[src/rtl/mandelbrot_pixel_driver.sv]
// ============================================================================
// mandelbrot_pixel_driver
// ----------------------------------------------------------------------------
// Host-side initiator for the Mandelbrot accelerator's byte-serial load/start
// interface.
//
// One pixel request (Cr, Ci, max_iter) is accepted while the block is idle.
// The C words go out LSB-first, one byte per cycle, on an 8-bit bus:
//   - Ci first. Its last byte carries acc_load_ci.
//   - Then Cr. Its last byte carries acc_load_cr and acc_start together.
//   - Ci is not sent when the request asks the accelerator to keep its stored Ci.
//
// After start, acc_unbounded is ignored for SKIP_CYCLES cycles, because the
// flag is registered in the accelerator and can still show the previous
// pixel's value. Iteration cycles are then counted until the flag rises or
// the limit is reached. The outcome is held on a valid/ready result port.
//
// Parameters:
//   ITER_W       width of max_iter, the iteration counter and res_iter
//   SKIP_CYCLES  cycles after start in which acc_unbounded is ignored (0..3)
//
// Ports:
//   clk, rst       clock; asynchronous active-high reset
//   req_valid      pixel request valid
//   req_ready      request ready, high only when idle
//   req_cr         real part of C, passed through opaquely
//   req_ci         imaginary part of C, passed through opaquely
//   req_keep_ci    1 = skip sending Ci, accelerator reuses its stored Ci
//   req_max_iter   iteration limit, sampled on acceptance
//   res_valid      result valid, held until accepted
//   res_ready      result consumer ready
//   res_iter       iteration count
//   res_escaped    1 = unbounded detected, 0 = limit reached
//   acc_data       byte to the accelerator data bus
//   acc_load_cr    load-Cr strobe, on the last Cr byte
//   acc_load_ci    load-Ci strobe, on the last Ci byte
//   acc_start      start strobe, on the last Cr byte
//   acc_unbounded  registered unbounded flag from the accelerator
// ============================================================================
module mandelbrot_pixel_driver #(
  parameter int ITER_W      = 16,
  parameter int SKIP_CYCLES = 1
) (
  input  logic              clk,
  input  logic              rst,
  input  logic              req_valid,
  output logic              req_ready,
  input  logic [31:0]       req_cr,
  input  logic [31:0]       req_ci,
  input  logic              req_keep_ci,
  input  logic [ITER_W-1:0] req_max_iter,
  output logic              res_valid,
  input  logic              res_ready,
  output logic [ITER_W-1:0] res_iter,
  output logic              res_escaped,
  output logic [7:0]        acc_data,
  output logic              acc_load_cr,
  output logic              acc_load_ci,
  output logic              acc_start,
  input  logic              acc_unbounded
);

  localparam logic [2:0] ST_IDLE    = 3'd0;
  localparam logic [2:0] ST_SEND_CI = 3'd1;
  localparam logic [2:0] ST_SEND_CR = 3'd2;
  localparam logic [2:0] ST_SKIP    = 3'd3;
  localparam logic [2:0] ST_ITERATE = 3'd4;
  localparam logic [2:0] ST_DONE    = 3'd5;

  // Index of the last SKIP cycle. When SKIP_CYCLES is 0 the SKIP state is
  // never entered, so the value is unused in that case.
  localparam logic [1:0] SKIP_LAST = (SKIP_CYCLES > 0) ? 2'(SKIP_CYCLES - 1) : 2'd0;

  localparam logic [ITER_W-1:0] CNT_ONE = {{(ITER_W-1){1'b0}}, 1'b1};

  logic [2:0]        state_q,       state_d;
  logic [1:0]        byte_idx_q,    byte_idx_d;
  logic [1:0]        skip_cnt_q,    skip_cnt_d;
  logic [31:0]       cr_q,          cr_d;
  logic [31:0]       ci_q,          ci_d;
  logic [ITER_W-1:0] max_iter_q,    max_iter_d;
  logic [ITER_W-1:0] cnt_q,         cnt_d;
  logic [ITER_W-1:0] res_iter_q,    res_iter_d;
  logic              res_escaped_q, res_escaped_d;

  // Byte k of a word, with byte 0 being the least significant.
  function automatic logic [7:0] pick_byte(input logic [31:0] word, input logic [1:0] k);
    logic [7:0] b;
    case (k)
      2'd0:    b = word[7:0];
      2'd1:    b = word[15:8];
      2'd2:    b = word[23:16];
      default: b = word[31:24];
    endcase
    return b;
  endfunction

  // Next-state and datapath logic.
  // Request fields are captured only on acceptance, and the counters are
  // cleared at the same time. Afterwards, later activity on the request
  // inputs cannot affect the pixel in flight.
  always_comb begin
    state_d       = state_q;
    byte_idx_d    = byte_idx_q;
    skip_cnt_d    = skip_cnt_q;
    cr_d          = cr_q;
    ci_d          = ci_q;
    max_iter_d    = max_iter_q;
    cnt_d         = cnt_q;
    res_iter_d    = res_iter_q;
    res_escaped_d = res_escaped_q;

    case (state_q)
      ST_IDLE: begin
        if (req_valid) begin
          cr_d       = req_cr;
          ci_d       = req_ci;
          max_iter_d = req_max_iter;
          byte_idx_d = 2'd0;
          skip_cnt_d = 2'd0;
          cnt_d      = '0;
          state_d    = req_keep_ci ? ST_SEND_CR : ST_SEND_CI;
        end
      end

      // The byte index wraps from 3 to 0. Cr therefore starts at byte 0
      // with no gap after the last Ci byte.
      ST_SEND_CI: begin
        byte_idx_d = byte_idx_q + 2'd1;
        if (byte_idx_q == 2'd3) begin
          state_d = ST_SEND_CR;
        end
      end

      ST_SEND_CR: begin
        byte_idx_d = byte_idx_q + 2'd1;
        if (byte_idx_q == 2'd3) begin
          state_d = (SKIP_CYCLES == 0) ? ST_ITERATE : ST_SKIP;
        end
      end

      ST_SKIP: begin
        if (skip_cnt_q == SKIP_LAST) begin
          state_d = ST_ITERATE;
        end else begin
          skip_cnt_d = skip_cnt_q + 2'd1;
        end
      end

      // Escape has priority over the limit. The counter advances only while
      // it is below max_iter, so it can never wrap.
      ST_ITERATE: begin
        if (acc_unbounded) begin
          res_iter_d    = cnt_q;
          res_escaped_d = 1'b1;
          state_d       = ST_DONE;
        end else if (cnt_q == max_iter_q) begin
          res_iter_d    = max_iter_q;
          res_escaped_d = 1'b0;
          state_d       = ST_DONE;
        end else begin
          cnt_d = cnt_q + CNT_ONE;
        end
      end

      ST_DONE: begin
        if (res_ready) begin
          state_d = ST_IDLE;
        end
      end

      default: begin
        state_d = ST_IDLE;
      end
    endcase
  end

  // State registers. Reset abandons any pixel in flight immediately.
  always_ff @(posedge clk or posedge rst) begin
    if (rst) begin
      state_q       <= ST_IDLE;
      byte_idx_q    <= 2'd0;
      skip_cnt_q    <= 2'd0;
      cr_q          <= 32'd0;
      ci_q          <= 32'd0;
      max_iter_q    <= '0;
      cnt_q         <= '0;
      res_iter_q    <= '0;
      res_escaped_q <= 1'b0;
    end else begin
      state_q       <= state_d;
      byte_idx_q    <= byte_idx_d;
      skip_cnt_q    <= skip_cnt_d;
      cr_q          <= cr_d;
      ci_q          <= ci_d;
      max_iter_q    <= max_iter_d;
      cnt_q         <= cnt_d;
      res_iter_q    <= res_iter_d;
      res_escaped_q <= res_escaped_d;
    end
  end

  // Accelerator bus, decoded from the state alone. An asynchronous reset
  // forces the state to IDLE, so the bus and strobes drop at once.
  always_comb begin
    acc_data    = 8'd0;
    acc_load_ci = 1'b0;
    acc_load_cr = 1'b0;
    acc_start   = 1'b0;
    if (state_q == ST_SEND_CI) begin
      acc_data    = pick_byte(ci_q, byte_idx_q);
      acc_load_ci = (byte_idx_q == 2'd3);
    end else if (state_q == ST_SEND_CR) begin
      acc_data    = pick_byte(cr_q, byte_idx_q);
      acc_load_cr = (byte_idx_q == 2'd3);
      acc_start   = (byte_idx_q == 2'd3);
    end
  end

  assign req_ready   = (state_q == ST_IDLE);
  assign res_valid   = (state_q == ST_DONE);
  assign res_iter    = res_iter_q;
  assign res_escaped = res_escaped_q;

endmodule

[config.mk]
export PLATFORM = sky130hd
export DESIGN_NAME = mandelbrot_pixel_driver
export DESIGN_NICKNAME = d
export VERILOG_FILES = /design/src/rtl/mandelbrot_pixel_driver.sv
export SDC_FILE = /design/constraint.sdc
export NUM_CORES = 1
export LEC_CHECK = 0
export CORE_MARGIN = 1.5
export CORE_UTILIZATION = 52
export CTS_CLUSTER_SIZE = 8
export DETAILED_ROUTE_END_ITERATION = 6
export PLACE_DENSITY = 0.8
export SYNTH_ARGS = -nofsm -noshare
export SYNTH_HDL_FRONTEND = slang
export SYNTH_SLANG_ARGS = --single-unit
[constraint.sdc]
create_clock -name clk -period 5 [get_ports clk]
set_input_delay 1.5 -clock clk [delete_from_list [all_inputs] [get_ports clk]]
set_output_delay 1.5 -clock clk [all_outputs]
set_load 0.02 [all_outputs]
== Yosys cells after proc, flatten, opt, wreduce, memory -nomap -nowiden ==
Cells that the tools add are included.

* Register bits after elaboration: 120
* Output and inout port bits: 30
* Logic and storage cells: 72

* Add/subtract/negate cells: 3
* Equality and inequality tests: 18
* Mux-type cells: 28
* Reduce and logical (&&, ||, !) cells: 14

{| class="wikitable"
|+ Operators with widths
! cell !! number
|-
| $mux W16 || 5
|-
| $pmux W8 S3 || 2
|-
| $pmux W16 S2 || 1
|-
| $mux W3 || 7
|-
| $pmux W3 S6 || 1
|-
| $add A16 B1 Y16 const B || 1
|-
| $eq A16 B16 Y1 || 1
|-
| $mux W8 || 2
|-
| $ne A2 B2 Y1 const B || 7
|-
| $pmux W2 S2 || 2
|-
| $reduce_bool A2 Y1 || 4
|-
| $eq A3 B2 Y1 const B || 2
|-
| $eq A3 B3 Y1 const B || 2
|-
| $mux W2 || 3
|-
| $reduce_and A2 Y1 || 3
|-
| $reduce_and A6 Y1 || 1
|-
| $mux W1 || 5
|-
| $add A2 B1 Y2 const B || 2
|-
| $eq A2 B2 Y1 const B || 2
|-
| $logic_not A2 Y1 || 2
|-
| $reduce_and A4 Y1 || 1
|-
| $eq A3 B1 Y1 const B || 1
|-
| $logic_not A3 Y1 || 1
|-
| $ne A3 B3 Y1 const B || 1
|-
| 4 further kinds || 4
|}

== Depth between registers and ports, before layout ==
* Depth after elaboration: 4
* Mapped depth: 8

== Worst setup path after synthesis ==
No wires, ideal clock.

* Path kind: reg2out
* Start point: reg byte_idx_q[1]
* End point: out acc_data[5]
* Slack: 1.748 ns
* Path buffers: 2
* Arrival: 1.752 ns
* Cell stages (with the launch flop): 9
* Path through: dfrtp_1 > inv_1 > ha_1 > clkbuf_1 > clkbuf_1 > a222oi_1 > nor2_1 > a21oi_1 > o22ai_1

* Cells in the longest elaborated chain, start to end: 4
* Elaborated cells on any way between the ends: 7
* Classes of those cells: 2 x eq/ne; 4 x mux; 1 x reduce/logical

{| class="wikitable"
|+ RTL lines
! element !! RTL line !! text
|-
| start, declared || 77 || <nowiki>logic [1:0] byte_idx_q, byte_idx_d;</nowiki>
|-
| start signal, assigned || 192 || <nowiki>byte_idx_q <= byte_idx_d;</nowiki>
|-
| $eq A2 B2 Y1, or another cell as far along || 89 || <nowiki>case (k)</nowiki>
|-
| $pmux W8 S3 || 89 ||
|-
| $mux W8 || 213 || <nowiki>end else if (state_q == ST_SEND_CR) begin</nowiki>
|-
| $mux W8 (*) || 210 || <nowiki>if (state_q == ST_SEND_CI) begin</nowiki>
|-
| end, declared || 56 || <nowiki>output logic [7:0] acc_data,</nowiki>
|}

Mark *: on every way between the ends. The rest lies on a longest branch, timed or not.

== Worst setup path in the final report ==
* Start point: reg byte_idx_q[1]
* End point: out acc_data[0]

Same word-level chain as after synthesis.

==> results.yml <==
setup_path:
  worst-r2r-setup-slack_ns: 2.35
  crit_start: "byte_idx_q[1]$_DFFE_PP0P_"
  end_kind: "primary output"
  endpoint: "acc_data[0]"
  cp-start-kind: "register"
  rr_worst_depth: 5
  crit_fanout: 16
  path_class: "reg -> out"
  cp_data_arrival_time_ns: 3.07
  required_ns: 3.50
  r2r-end: "ci_q[12]$_DFFE_PP0P_"
  r2r-start: "state_q[0]$_DFFE_PP0P_"
placed_design:
  place.gp.congestion: 0.8345
  io_buffers: 115
  place_hpwl_um: 10240
  place_inst: 884
clock_network:
  clk_pin_slew_worst_paths_ns: 0.06
  cts_max_path_buffers: 2
  worst_skew_pair.late_latency_ns: 0.53
  htree_levels: 4
  cts_made_buffers: 17
  cts.sinks: 120
  cts_root_buffer: "clkbuf_8"
  ctsResizeCount: 0
  tritoncts: "done"
  hold_buffers: 0
  cts_setup_buffers: 0
job:
  max-cap-violations: 0
layout:
  finalNonFillerCells: 914
  layout_commonest_cell: "nand2_1"
  nets: 855
  drive_gt1_share_pct: 5.814
  area_growth_pct: 30.28
  diodes: 0
  final_util_pct: 69.62
  final_cell_mix: "256 x nand2_1, 120 x dfrtp_1, 115 x clkdlybuf4s50_1"
run_status:
  outcome: "finished, violations left"
  violations: "DRC"
timing:
  worstMarginPinSlew_ns: 1.281
  fin_worst_skew_ns: 0.005629
  relSlewSlack_pct: 14.33
  setup-tns-final_ns: 0
  rsz0062_at_grt: "false"
  fin_crit_sh_pct: 91.37
  slew_violations: 0
  period_needed_ns: 4.568
  fmax_mhz: 218.9
  hold_viol_final: 0
  finalSetupViolations: 0
routing:
  drt_iter0_markers: 494
  firstDrtPassIters: 7
  postRouteAntennaNets: 0
  vias_per_cell: 5.690
  wirelength_um: 15220
  drc: 4
  vias: 5201
  wl_per_cell_um: 16.65
floorplanning:
  die_x_um: 108.8
  rows: 38
  die-area_um2: 11830
  start_util_pct: 53.44
  io_pins: 116
  die_h_um: 108.8
  coreArea_um2: 10890
power_and_ir_drop:
  p_leak_nw: 3.612
  ir_worst_vdd_v: 0.0003430
  power.density_nw_per_um2: 624.2
synthesis:
  synth_top_area_share_pct: 51.61
  synth_edf_count: 0
  synth.cell_area_um2: 5818
  syn_inst: 670
  synth-seq-area-share_pct: 51.61
  synth_flop_cell: "dfrtp_1"
  synthDistinctLibCells: 42
  synthTopCellsByArea: "dfrtp_1 52%, nand2_1 17%, a21oi_1 5.1%"
  syn_nets: 762
  synth_area_leader_cell: "dfrtp_1"
  avgSynthCellArea_um2: 8.684
  synth_seq_cells: 120
  async_flop_share_pct: 100.0
  yosys_warnings: 0
global_route:
  grt_pass1_vias: 5282
  grt_pass1_wl_um: 25260
  grt_max_degree: 75
  globalRouteTotalUtil_pct: 28.18
  antenna_found_initial: 0
  grt.overflow.total: 0
hold_path:
  min_path_type: "reg -> reg"
  whs_path_depth: 2
-- power breakdown --
| group | leakage [nW] | switching (mW) | internal (mW) |
|---|---|---|---|
| logic | 1.82 | 1.02 | 0.736 |
| clock network | 0.287 | 0.420 | 0.791 |
| registers | 1.51 | 0.375 | 1.39 |
| total | 3.61 | 1.82 | 2.92 |
-- cells by family after synthesis --
logic type	synth area share [%]
AND/OR/NAND/NOR	23.20
multiplexers	3.441
XOR/XNOR	2.710
flip-flops	51.61
adder cells (fa/ha/maj)	1.290
buffers and inverters	4.688
AO/OA/AOI/OAI	13.05
-- synth_stat cells, types with 6 or more instances --
library cell  count
a21oi_1          59
a222oi_1         16
buf_2            11
clkbuf_1         31
dfrtp_1         120
ha_1              6
inv_1            11
mux2i_1          20
nand2_1         257
nand3_1           8
nor2_1           21
o21ai_0          10
o22ai_1           9
o31ai_1           8
or3_1             6
or4_1             6
xor2_1           18
-- flip-flops by register name (all words and copies together), names as in the netlist --
signal	flops
ci_q	32
cr_q	32
cnt_q	16
max_iter_q	16
res_iter	16
state_q	3
byte_idx_q	2
skip_cnt_q	2
res_escaped	1
-- through the flow --
stage / setup slack (ns) / total power [mW] / hold slack [ns] / area, um^2
2_1_floorplan: 0.3142 / 2.845 / 0.4446 / 5818
6_report: 0.4317 / 4.731 / 0.4787 / 7580
3_3_place_gp: 1.215 / 3.404 / 0.4610 / 6995
3_5_place_dp: 1.083 / 3.493 / 0.4635 / 6995
4_1_cts: 0.4626 / 4.734 / 0.4768 / 7580
5_1_grt: 0.2682 / 5.028 / 0.5008 / 7580
-- worst min-delay path by stage --
stage                          from                   end  slack [ns]
2_1_floorplan  cr_q[16]$_DFFE_PP0P_  cr_q[16]$_DFFE_PP0P_        0.44
3_3_place_gp   cr_q[28]$_DFFE_PP0P_  cr_q[28]$_DFFE_PP0P_        0.46
3_5_place_dp   ci_q[29]$_DFFE_PP0P_  ci_q[29]$_DFFE_PP0P_        0.46
4_1_cts        ci_q[29]$_DFFE_PP0P_  ci_q[29]$_DFFE_PP0P_        0.48
5_1_grt        cr_q[28]$_DFFE_PP0P_  cr_q[28]$_DFFE_PP0P_        0.50
6_report        ci_q[5]$_DFFE_PP0P_   ci_q[5]$_DFFE_PP0P_        0.48
-- metal layers --
| metal | GRT usage (%) | part of all wire (%) | vias up |
|---|---|---|---|
| li1 | - | - | 2451 |
| met3 | 5.858 | 5.8 | 45 |
| met4 | 13.35 | 3.3 | 0 |
| met2 | 47.93 | 51 | 198 |
| met5 | 0 | 0 | - |
| met1 | 34.28 | 40 | 2507 |
-- cell type report --
cell class                      count  area, um^2
Clock buffer                       22       462.9
Tap cell                          140       175.2
Fill cell                         804        3308
Timing Repair Buffer              123        1224
Inverter                           12       47.55
Clock inverter                      8       121.4
Sequential cell                   120        3003
Multi-Input combinational cell    489        2546
-- critical path, stage by stage (launching register included) --
cell and delay (ns):
dfrtp_1 0.42, inv_1 0.14, ha_1 0.61, a222oi_1 0.22
nor2_1 0.17, a21oi_1 0.07, o22ai_1 0.25, clkdlybuf4s50_1 0.66
Power figures use the tool's default switching activity.
